[src/rtl/tdl_sensor_pkg.sv]
// Shared TDL sensor definitions: FSM encoding, delay-setting layout and
// sensor range constants common to the sample counter and the calibrator.
package tdl_sensor_pkg;

  localparam int CW = 5;  // coarse delay width
  localparam int FW = 2;  // fine delay width

  localparam logic [CW-1:0] COARSE_RST = 5'd15;
  localparam logic [FW-1:0] FINE_RST   = 2'd0;

  localparam int TDLLOW  = 0;
  localparam int TDLHIGH = 31;
  localparam int LUTLOW  = 0;
  localparam int LUTHIGH = 3;

  typedef enum logic [2:0] {
    S_IDLE,
    S_APPLY,
    S_SETTLE,
    S_ACCUM,
    S_PRESENT,
    S_WAIT_ADJ,
    S_TRACE
  } state_t;

  typedef struct packed {
    logic [CW-1:0] coarse;
    logic [FW-1:0] fine;
  } dly_t;

endpackage

[src/rtl/tdl_popcount.sv]
// Registered ones-count of the sampled TDL taps, one cycle of latency.
module tdl_popcount #(
  parameter int TAPS  = 128,
  parameter int OUT_W = 8
) (
  input  logic             clk,
  input  logic             rst,
  input  logic [TAPS-1:0]  taps,
  output logic [OUT_W-1:0] pc
);

  logic [OUT_W-1:0] sum;

  // Adder chain over all taps; synthesis folds it into a tree.
  always_comb begin
    sum = '0;
    for (int i = 0; i < TAPS; i++) sum = sum + OUT_W'(taps[i]);
  end

  // Register the count so the FSM sees a stable value each cycle.
  always_ff @(posedge clk or posedge rst) begin
    if (rst) pc <= '0;
    else     pc <= sum;
  end

endmodule

[src/rtl/tdl_sample_counter.sv]
// Applies calibrator delay settings to the TDL sensor, settles, averages the
// tap popcount over a window and hands it to the calibrator; once inside the
// target band it streams raw per-cycle popcounts as trace data.
module tdl_sample_counter
  import tdl_sensor_pkg::*;
#(
  parameter int TAPS        = 128,
  parameter int COUNT_W     = 8,
  parameter int SETTLE      = 4,
  parameter int AVG_LOG2    = 2,
  parameter int AIM         = 64,
  parameter int TOL         = 4,
  parameter int MAX_ITER    = 40,
  parameter int ADJ_TIMEOUT = 255
) (
  input  logic               clk,
  input  logic               rst,
  input  logic               start,
  input  logic [TAPS-1:0]    tdl_taps,
  input  logic [CW-1:0]      coarse_in,
  input  logic [FW-1:0]      fine_in,
  input  logic               adj_done,
  input  logic               adj_err,
  output logic [CW-1:0]      coarse_out,
  output logic [FW-1:0]      fine_out,
  output logic [COUNT_W-1:0] count,
  output logic               en,
  output logic               busy,
  output logic               cal_ok,
  output logic               cal_fail,
  output logic [COUNT_W-1:0] trace_data,
  output logic               trace_valid
);

  localparam int ACC_W = COUNT_W + AVG_LOG2;
  localparam int AVG_N = 1 << AVG_LOG2;
  localparam int SET_W = $clog2(SETTLE + 2);
  localparam int ACN_W = AVG_LOG2 + 1;
  localparam int IT_W  = $clog2(MAX_ITER + 1);
  localparam int TO_W  = $clog2(ADJ_TIMEOUT + 1);

  state_t             state, nxt;
  dly_t               dly;
  logic [COUNT_W-1:0] pc;
  logic [SET_W-1:0]   settle_cnt;
  logic [ACC_W-1:0]   acc, acc_sum;
  logic [ACN_W-1:0]   acc_cnt;
  logic [IT_W-1:0]    iter;
  logic [TO_W-1:0]    tmo;
  logic               acc_last, iter_max, tmo_hit, in_band;
  logic               restart, fail_now;
  int                 diff;

  tdl_popcount #(.TAPS(TAPS), .OUT_W(COUNT_W)) u_pc (
    .clk  (clk),
    .rst  (rst),
    .taps (tdl_taps),
    .pc   (pc)
  );

  assign coarse_out = dly.coarse;
  assign fine_out   = dly.fine;
  assign acc_sum    = acc + ACC_W'(pc);
  assign acc_last   = (acc_cnt == ACN_W'(AVG_N - 1));
  assign iter_max   = (iter == IT_W'(MAX_ITER));
  assign tmo_hit    = (tmo == TO_W'(ADJ_TIMEOUT - 1));

  // Band test on the presented average (count is loaded entering PRESENT).
  always_comb begin
    diff    = int'(count) - AIM;
    in_band = (diff <= TOL) && (diff >= -TOL);
  end

  // State register.
  always_ff @(posedge clk or posedge rst) begin
    if (rst) state <= S_IDLE;
    else     state <= nxt;
  end

  // Next-state logic plus the restart / failure events the datapath follows.
  always_comb begin
    nxt      = state;
    restart  = 1'b0;
    fail_now = 1'b0;
    case (state)
      S_IDLE:     if (start) begin nxt = S_APPLY; restart = 1'b1; end
      S_APPLY:    nxt = S_SETTLE;
      S_SETTLE:   if (settle_cnt == SET_W'(SETTLE)) nxt = S_ACCUM;
      S_ACCUM:    if (acc_last) nxt = S_PRESENT;
      S_PRESENT:  nxt = in_band ? S_TRACE : S_WAIT_ADJ;
      S_WAIT_ADJ: begin
        // err beats done; done at the iteration limit is also a failure
        if (adj_err || tmo_hit || (adj_done && iter_max)) begin
          nxt      = S_IDLE;
          fail_now = 1'b1;
        end else if (adj_done) begin
          nxt = S_APPLY;
        end
      end
      S_TRACE:    if (start) begin nxt = S_APPLY; restart = 1'b1; end
      default:    nxt = S_IDLE;
    endcase
  end

  // Sensor delay register: only APPLY may change what drives the line.
  always_ff @(posedge clk or posedge rst) begin
    if (rst)                 dly <= '{coarse: COARSE_RST, fine: FINE_RST};
    else if (state == S_APPLY) dly <= '{coarse: coarse_in, fine: fine_in};
  end

  // Settle counter (SETTLE+1 cycles also hides the popcount register) and
  // the averaging accumulator, which is cleared whenever not accumulating.
  always_ff @(posedge clk or posedge rst) begin
    if (rst) begin
      settle_cnt <= '0;
      acc        <= '0;
      acc_cnt    <= '0;
    end else begin
      settle_cnt <= (state == S_SETTLE) ? settle_cnt + 1'b1 : '0;
      if (state == S_ACCUM) begin
        acc     <= acc_sum;
        acc_cnt <= acc_cnt + 1'b1;
      end else begin
        acc     <= '0;
        acc_cnt <= '0;
      end
    end
  end

  // Average and strobe are registered together so en marks the PRESENT cycle.
  always_ff @(posedge clk or posedge rst) begin
    if (rst) begin
      count <= '0;
      en    <= 1'b0;
    end else begin
      en <= (state == S_ACCUM) && acc_last;
      if ((state == S_ACCUM) && acc_last) count <= COUNT_W'(acc_sum >> AVG_LOG2);
    end
  end

  // Iteration count per calibration run and response timeout in WAIT_ADJ.
  always_ff @(posedge clk or posedge rst) begin
    if (rst) begin
      iter <= '0;
      tmo  <= '0;
    end else begin
      if (restart)                                iter <= '0;
      else if ((state == S_PRESENT) && !in_band)  iter <= iter + 1'b1;
      tmo <= (state == S_WAIT_ADJ) ? tmo + 1'b1 : '0;
    end
  end

  // Status flags; ok/fail stay set until the next accepted start.
  always_ff @(posedge clk or posedge rst) begin
    if (rst) begin
      busy     <= 1'b0;
      cal_ok   <= 1'b0;
      cal_fail <= 1'b0;
    end else if (restart) begin
      busy     <= 1'b1;
      cal_ok   <= 1'b0;
      cal_fail <= 1'b0;
    end else if ((state == S_PRESENT) && in_band) begin
      busy   <= 1'b0;
      cal_ok <= 1'b1;
    end else if (fail_now) begin
      busy     <= 1'b0;
      cal_fail <= 1'b1;
    end
  end

  // Trace stream: valid for every TRACE cycle, dropped as soon as we leave.
  always_ff @(posedge clk or posedge rst) begin
    if (rst) begin
      trace_valid <= 1'b0;
      trace_data  <= '0;
    end else begin
      trace_valid <= (nxt == S_TRACE);
      if (nxt == S_TRACE) trace_data <= pc;
    end
  end

endmodule

[config.mk]
export PLATFORM = sky130hd
export DESIGN_NAME = tdl_sample_counter
export DESIGN_NICKNAME = d
export VERILOG_FILES = /design/src/rtl/tdl_sensor_pkg.sv /design/src/rtl/tdl_popcount.sv /design/src/rtl/tdl_sample_counter.sv
export SDC_FILE = /design/constraint.sdc
export NUM_CORES = 1
export LEC_CHECK = 0
export ABC_AREA = 1
export CORE_MARGIN = 4
export CORE_UTILIZATION = 49
export DETAILED_ROUTE_END_ITERATION = 10
export GPL_ROUTABILITY_DRIVEN = 0
export PLACE_DENSITY = 0.8
export SLEW_MARGIN = 20
export SYNTH_ARGS = -nofsm -noshare
export SYNTH_HDL_FRONTEND = slang
export SYNTH_SLANG_ARGS = --single-unit
[constraint.sdc]
create_clock -name clk -period 2.9 [get_ports clk]
set_input_delay 0.58 -clock clk [delete_from_list [all_inputs] [get_ports clk]]
set_output_delay 0.58 -clock clk [all_outputs]
set_load 0.05 [all_outputs]
==> flow_summary.toml <==
[critical_path]
worst-path-buf-inv = 6
path_class = "primary input to flip-flop"
rrSetupSlack_ns = 0.87
cp_slowest_cell = "fa_1"
crit_path_end_kind = "flip-flop"
worstPathMaxFanout = 2
worst-path-stages = 22
cp-start-kind = "primary input"
critical-path-top-delay-family = "adder cells"
crit_chain = "buf_8 > inv_8 > fa_1 > inv_2 > fa_1 > inv_2 > fa_1 > inv_2 > fa_1 > inv_1 > fa_1 > fa_1 > fa_1 > fa_1 > fa_1 > fa_1 > fa_2 > fa_2 > o21ai_2 > a21oi_1 > o21ai_1 > xor2_1"
crit_top_cell = "fa_1"
crit_arrival_ns = 7.05
ff2ff_path_depth = 9
cp.required_ns = 3.15
max_stage_delay_ns = 0.54

[die]
core-area_mm2 = 0.0134
start_util_pct = 50.6
die-area_mm2 = 0.0158
rows = 42
die_w_um = 126
io_pins = 168
fp.dieH_um = 126

[logic_synthesis]
ys_warn_count = 0
synth_top_cell_by_area = "fa_1"
async_flop_share_pct = 100
netlist_area_mm2 = 0.00678
synth_area_leaders = "fa_1, dfrtp_1, inv_1"
synth_seq_area_share_pct = 25.5
ys.flop_type = "dfrtp_1"
netlist.area_leader.share_pct = 34.2
synth_cell_types = 39
synth_edf_count = 0
yosys-top-cells-count = "inv_1, fa_1, nand2_1"
ys_ff_latch = 69
syn-num-nets = 1009
synthCells = 708
post_synth.cell_area_avg_um2 = 9.58
yosysMostFrequentCell = "inv_1"

[global_routing]
track_usage_pct = 19.0
grt_pass1_wl_um = 24500
overflow = 0
antenna_found_initial = 0
grt_pass1_vias = 5552
grt_max_degree = 42

[placement]
place_hpwl_um = 12400
io_buffers = 167

[cts]
clock_latency_ns = 0.33
htreeDepth = 3
cts.sinks = 69
clkTransAtPathRegs_ns = 0.05
cts_buffers = 9
hold_buffers = 0
clockBufferDepth = 2
clockRootBuffer = "clkbuf_16"
cts_tree = "built"

[status]
status = "finished with violations"
violations = "negative setup slack"

[sta]
min_period_ns = 6.80
timing.final.crit_share_pct = 234
whs_ns = 0.431
timing.fmax_ghz = 0.147
setup_ws_ns = -3.90
fin_skew_ns = 0.00567
maxSlewViolCount = 0
rsz0062_at_grt = "true"
worstMarginPinSlew_ns = 0.630
hold_violations = 0
maxSlewHeadroom_pct = 58.0
setup_viol = 8

[route]
first_iter_violations = 172
detail_route.wirelength_um = 14200
wl_per_cell_um = 13.2
via_per_inst = 4.69
first_pass_iters = 4
final_antenna_net_count = 0
num_vias = 5048
drc = 0

[layout]
utilization_pct = 67.4
drive_gt1_share_pct = 11.5
area_growth_syn_to_layout_pct = 33.2
finalNetCount = 1197
insertedDiodeCount = 0

[job]
timing.max_cap.violations = 0

[worst_hold_path]
hold_depth = 1
hold_class = "flip-flop to flip-flop"
## layer usage
layer | vias up | routed length [um] | share of wire (%) | GRT usage (%)
li1 | 2430 | - | - | -
met1 | 2451 | 5560 | 39 | 22.5
met2 | 146 | 7560 | 53 | 34.6
met3 | 21 | 876 | 6.2 | 4.45
met4 | 0 | 221 | 1.6 | 5.10
met5 | - | 0 | 0 | 0
## final timing paths
kind / from / to
worst max-delay path: tdl_taps[36] / u_pc.pc[6]
worst min-delay path: acc_cnt[0] / acc_cnt[0]
worst max register to register: u_pc.pc[0] / count[6]
worst min register to register: acc_cnt[0] / acc_cnt[0]
max in group asynchronous: rst / coarse_out[0]
min in group asynchronous: rst / fine_out[1]
## registers in the layout (all words and copies together) (netlist names)
| register | flops |
|---|---|
| cal_fail | 1 |
| trace_valid | 1 |
| count | 8 |
| settle_cnt | 3 |
| acc_cnt | 3 |
| busy | 1 |
| iter | 6 |
| acc | 10 |
| cal_ok | 1 |
| fine_out | 2 |
| coarse_out | 5 |
| trace_data | 8 |
| state | 3 |
| tmo | 8 |
| en | 1 |
| u_pc.pc | 8 |
## kinds of logic after synthesis
| family | after synthesis | synth area share [%] |
|---|---|---|
| and+or+nand+nor | 178 | 12.4 |
| adders and majority gates | 161 | 42.5 |
| buffers and inverters | 238 | 13.2 |
| AOI/OAI and AO/OA | 41 | 3.36 |
| xor gates and xnor gates | 14 | 1.81 |
| DFF | 69 | 25.5 |
| muxes | 7 | 1.16 |
## area by class of cell
| type | count | area, um2 |
|---|---|---|
| clock buffer | 10 | 229 |
| timing repair buffer | 179 | 1690 |
| inverter | 236 | 896 |
| fill | 1027 | 4370 |
| tap | 176 | 220 |
| clock inverter | 6 | 63.8 |
| multi-input combinational | 401 | 4200 |
| sequential | 69 | 1730 |
## metrics by stage
stage | setup slack, ns | TNS, ns | area, um2 | cells
after floorplan | -3.92 | -28.90 | 6800 | 708
after global placement | -4.65 | -35.17 | 8750 | 1057
after detailed placement | -4.73 | -35.81 | 8750 | 1057
after CTS | -3.92 | -29.41 | 9000 | 1074
after global routing | -4.22 | -31.85 | 9030 | 1077
final | -3.90 | -29.77 | 9030 | 1077
## timing repair
| item | CTS | global route |
|---|---|---|
| pin swaps | 41 | 6 |
| endpoints found under the setup margin | 8 | 8 |
| buffers inserted | 1 | 3 |
| resized for setup | 128 | 10 |
## layout by cell type, fill, tap and decap left out, types with 3 or more instances in the layout
| master | n |
|---|---|
| dfstp_2 | 4 |
| clkbuf_16 | 9 |
| nand3_2 | 3 |
| nor3_1 | 3 |
| a21oi_1 | 15 |
| buf_4 | 11 |
| inv_1 | 206 |
| clkdlybuf4s50_1 | 103 |
| nor2_1 | 39 |
| dlygate4sd2_1 | 33 |
| o21ai_1 | 7 |
| nand4_1 | 11 |
| ha_1 | 43 |
| xnor2_1 | 4 |
| dfrtp_1 | 65 |
| nand3_1 | 24 |
| xor2_1 | 10 |
| nor2_2 | 3 |
| mux2_2 | 7 |
| fa_1 | 114 |
| nand2_1 | 81 |
| buf_2 | 9 |
| inv_2 | 28 |
| clkdlybuf4s15_1 | 20 |
| o21ai_0 | 10 |
Power is not shown: default switching activity piles up to over one toggle a cycle in this logic, so the estimate is an artifact.
